`config.mk`:
```
export PLATFORM = sky130hd
export DESIGN_NAME = mem_rd_shifter_flat
export DESIGN_NICKNAME = d
export VERILOG_FILES = /design/src/rtl/mem_rd_shifter_if.sv /design/src/rtl/mem_rd_shifter.sv /design/src/flat_wrapper.sv
export SDC_FILE = /design/constraint.sdc
export NUM_CORES = 1
export LEC_CHECK = 0
export ABC_AREA = 1
export BUFFER_PORTS_ARGS = -buffer_cell sky130_fd_sc_hd__buf_4
export CAP_MARGIN = 5
export CORE_MARGIN = 3
export CORE_UTILIZATION = 38
export CTS_BUF_LIST = sky130_fd_sc_hd__clkbuf_8
export DETAILED_ROUTE_END_ITERATION = 10
export PLACE_DENSITY = 0.95
export SYNTH_ARGS = -nofsm -noshare
export SYNTH_HDL_FRONTEND = slang
export SYNTH_SLANG_ARGS = --single-unit
```
`constraint.sdc`:
```
create_clock -name clk -period 2.1 [get_ports clk]
set_clock_uncertainty 0.15 [all_clocks]
set_input_delay 0.105 -clock clk [delete_from_list [all_inputs] [get_ports clk]]
set_output_delay 0.105 -clock clk [all_outputs]
set_load 0.01 [all_outputs]
```
`src/rtl/mem_rd_shifter_if.sv`:
```
// Load read-path bus between the RAM/core request side and the load-data aligner.
// The requester drives the RAM word and the access controls; the aligner returns the
// shifted, masked, zero-extended load data.
interface mem_rd_shifter_if #(
  parameter int WORD_WIDTH = 32,
  parameter int NUM_COL    = 4
);
  logic [WORD_WIDTH-1:0] ram_read_data;
  logic [WORD_WIDTH-1:0] rd_addr;
  logic [NUM_COL-1:0]    which_bytes;
  logic [WORD_WIDTH-1:0] shifted_data;

  modport master (
    output ram_read_data,
    output rd_addr,
    output which_bytes,
    input  shifted_data
  );

  modport slave (
    input  ram_read_data,
    input  rd_addr,
    input  which_bytes,
    output shifted_data
  );
endinterface

```
`src/rtl/mem_rd_shifter.sv`:
```
// Load-data aligner for the data-memory read path.
// The byte offset and byte-enable of a load are captured alongside the RAM read request so
// that they line up with the word the RAM returns one cycle later. That word is right-shifted
// by the captured byte offset. Each lane is then kept or zeroed by the captured byte-enable.
// The result is zero-extended; any sign extension happens downstream in the core.
module mem_rd_shifter #(
  parameter int WORD_WIDTH = 32,
  parameter int NUM_COL    = 4,
  parameter int COL_WIDTH  = 8
) (
  input logic                clk,
  input logic                reset_n,
  mem_rd_shifter_if.slave    bus
);

  localparam int OFF_W = $clog2(NUM_COL);
  localparam int SH_W  = $clog2(WORD_WIDTH);

  logic [OFF_W-1:0]      off_q;
  logic [OFF_W-1:0]      off_d;
  logic [NUM_COL-1:0]    be_q;
  logic [NUM_COL-1:0]    be_d;
  logic [SH_W-1:0]       shamt_s;
  logic [WORD_WIDTH-1:0] tmp_s;
  logic [WORD_WIDTH-1:0] data_s;
  logic                  unused_addr_s;

  // Only the byte-within-word bits of the address matter; the word index is the RAM's business.
  assign unused_addr_s = ^bus.rd_addr[WORD_WIDTH-1:OFF_W];

  // Next-state for the control registers: unconditional capture every cycle.
  always_comb begin
    off_d = bus.rd_addr[OFF_W-1:0];
    be_d  = bus.which_bytes;
  end

  // Control registers aligned with the RAM's one-cycle read latency; async clear zeroes the output.
  always_ff @(posedge clk or negedge reset_n) begin
    if (!reset_n) begin
      off_q <= {OFF_W{1'b0}};
      be_q  <= {NUM_COL{1'b0}};
    end else begin
      off_q <= off_d;
      be_q  <= be_d;
    end
  end

  // Shift the returned word down by the byte offset, then keep only the enabled lanes.
  // Bytes shifted past the top read as zero; non-contiguous masks are applied per lane
  // after the shift without compaction.
  always_comb begin
    shamt_s = SH_W'(off_q) * SH_W'(COL_WIDTH);
    tmp_s   = bus.ram_read_data >> shamt_s;
    data_s  = {WORD_WIDTH{1'b0}};
    for (int k = 0; k < NUM_COL; k++) begin
      if (be_q[k]) begin
        data_s[k*COL_WIDTH +: COL_WIDTH] = tmp_s[k*COL_WIDTH +: COL_WIDTH];
      end else begin
        data_s[k*COL_WIDTH +: COL_WIDTH] = {COL_WIDTH{1'b0}};
      end
    end
  end

  assign bus.shifted_data = data_s;

endmodule

```
`src/flat_wrapper.sv`:
```
// flat-port wrapper written by rule: the top's interface ports become plain ports
module mem_rd_shifter_flat 
#(
  parameter int WORD_WIDTH = 32,
  parameter int NUM_COL    = 4,
  parameter int COL_WIDTH  = 8
)
  (clk, reset_n, bus_ram_read_data, bus_rd_addr, bus_which_bytes, bus_shifted_data);
  mem_rd_shifter_if #(.WORD_WIDTH(WORD_WIDTH), .NUM_COL(NUM_COL)) bus_i ();
  input logic clk;
  input logic reset_n;
  input wire logic [$bits(bus_i.ram_read_data)-1:0] bus_ram_read_data;
  input wire logic [$bits(bus_i.rd_addr)-1:0] bus_rd_addr;
  input wire logic [$bits(bus_i.which_bytes)-1:0] bus_which_bytes;
  output wire logic [$bits(bus_i.shifted_data)-1:0] bus_shifted_data;
  assign bus_i.ram_read_data = bus_ram_read_data;
  assign bus_i.rd_addr = bus_rd_addr;
  assign bus_i.which_bytes = bus_which_bytes;
  assign bus_shifted_data = bus_i.shifted_data;
  mem_rd_shifter #(.WORD_WIDTH(WORD_WIDTH), .NUM_COL(NUM_COL), .COL_WIDTH(COL_WIDTH)) u_core (.clk(clk), .reset_n(reset_n), .bus(bus_i));
endmodule
```
==> impl_metrics.yaml <==
clock_tree:
  cts_max_level: 1
  ctsLongestPathBuffers: 2
  cts_sinks: 6
  cts_made_buffers: 3
  clk_pin_slew_ns: 0.03
  cts-root-buf: "clkbuf_8"
  cts_tree: "yes"
  cts_setup_buffers: 0
final_layout:
  n_fill_cell: 217
  stdcell_count: 273
  drive_gt1_frac: 0.371
  final_core_util: 0.668
  num-nets-final: 317
  syn_to_final_growth_pct: 65.2
  final_cell_area_um2: 1490
  antenna_cells: 0
global_route:
  grt_overflow: 0
  grt_pass1_wl_um: 4300
  antenna_found_initial: 0
  grt_start_max_net_pins: 33
  grt_pass1_vias: 1045
  track_usage: 0.194
pwr:
  powerDensity_nw_per_um2: 377
  finalPower_mw: 0.563
  p_leak_nw: 0.874
  max-vdd-ir-drop_mv: 0.448
synthesis:
  synthXorXnorAreaFrac: 0
  yosysMostFrequentCell: "nand2_1"
  synth_top_area_share: 0.349
  synthTopCellsByCount: "84 x nand2_1, 40 x nor2_1, 14 x nand2_2, 8 x a21oi_1, 8 x nand3_1"
  synthDistinctLibCells: 14
  seq_area_frac_synth: 0.166
  synth_top_area_cell: "nand2_1"
  synth.area.top_cells: "nand2_1 35%, dfrtp_1 17%, nor2_1 17%"
  synth_ff_type: "dfrtp_1"
  synth-edff-count: 0
  synth_fp_nets: 244
  avgSynthCellArea_um2: 5.19
  synth_area_um2: 903
  async_flop_share: 1.00
  synth-seq-cells: 6
  syn_inst: 174
  muxShareOfSynthArea: 0
  ys_warn_count: 0
  synthAdderAreaFrac: 0
  synth_top_family_by_area: "simple AND/OR/NAND/NOR gates"
  synth_compound_area_frac: 0.0443
  synth-simple-area-share: 0.657
drt:
  drt_pass1_iterations: 4
  wl_per_cell_um: 11.0
  vias_per_cell: 4.67
  drt_wl_total_um: 2990
  post-route-drc-count: 0
  drtAntennaViolNets: 0
  drt-initial-drc-count: 19
  vias: 1274
timing:
  slew_headroom: 0.607
  finalHoldViolations: 0
  fin_crit_sh: 0.911
  rsz0062_at_grt: "false"
  worst_pin_slew_ns: 0.589
  drv_slew: 0
  tns_ns: 0
  fin_worst_hold_slack_ns: 0.0908
  fin_ws_ns: 0.188
  final-setup-viol-count: 0
  fin_crit_ns: 1.91
  timing.fmax_mhz: 523
placed_design:
  hpwl_um: 2140
  gp_congestion: 0.753
  dp.cells: 263
  portBuffers: 71
  placed_area_um2: 1380
  preCtsSetupSlack_ns: 0.416
worst_setup_path:
  end_kind: "output port"
  cp_max_fo: 14
  start_kind: "flop"
  cp.arrival_ns: 1.66
  crit_type: "reg2out"
  worstPathRequired_ns: 1.85
status:
  status: "finished clean"
die:
  dieWidth_um: 54.8
  io_pins: 102
  die_h_um: 54.8
  num_rows: 17
  core_region_area_um2: 2230
  die_area_um2: 3000
  initial_core_util: 0.404
run:
  maxCapViolCount: 0
worst_hold_path:
  hold_path.class: "in2async"
-- power breakdown --
part / leakage (nW) / internal (mW) / switching (mW)
Combinational: 0.783 / 0.135 / 0.127
Clock: 0.0216 / 0.123 / 0.0444
Sequential: 0.0699 / 0.122 / 0.0120
Total: 0.874 / 0.380 / 0.183
-- layout make-up --
type | instances | area, um^2 | area share
clock buffers | 3 | 41.3 | 0.0277
inverters | 2 | 15.0 | 0.0101
multi-input cells | 154 | 633 | 0.424
flip-flops and latches | 6 | 150 | 0.101
well taps | 28 | 35.0 | 0.0235
repair buffers | 80 | 618 | 0.414
-- registers in the layout, summed over array words and instances (netlist names) --
name / cells
u_core.be_q: 4
u_core.off_q: 2
-- what timing repair did --
item | 4_1_cts | 5_1_grt
hold buffers | 7 | 0
gates resized for setup | 0 | 0
endpoints found under the hold margin | 12 | 0
-- how the worst max path moves through the flow --
stage	start	to	slack [ns]	cells after the start
final	u_core.off_q[0]	bus_shifted_data[0]	0.19	6
after global routing	u_core.off_q[0]	bus_shifted_data[0]	0.07	6
after CTS	u_core.off_q[0]	bus_shifted_data[0]	0.18	6
after detailed placement	u_core.off_q[0]	bus_shifted_data[0]	0.42	6
after global placement	u_core.off_q[0]	bus_shifted_data[4]	0.43	6
after floorplan	u_core.off_q[0]	bus_shifted_data[10]	0.86	7
-- cell usage in the layout, fill, tap and decap left out --
master and count:
nand2_1 84, nor2_1 40, dfrtp_1 6, buf_4 73
nand3_1 8, inv_8 1, clkbuf_8 3, dlygate4sd3_1 7
inv_1 1, a21oi_1 8, nand2_2 14
-- kinds of logic (layout without fill, tap and decap cells) --
family          count (synthesis)  after routing
flops                           6              6
simple gates                  146            146
buf+inv                        14             85
compound gates                  8              8
-- routing by layer --
layer	share of wire	GRT usage	routed length, um	vias up
li1	-	-	-	668
met1	0.40	0.234	1190	564
met2	0.51	0.325	1530	42
met3	0.092	0.0490	275	0
met4	0	0.0747	0	0
met5	0	0	0	-
-- worst max-delay path, stage by stage (launching register included) --
cell	delay, ns
dfrtp_1	0.71
buf_4	0.29
nand2_1	0.08
nand3_1	0.08
nand2_1	0.05
nor2_1	0.10
buf_4	0.13
Power figures use the tool's default switching activity.
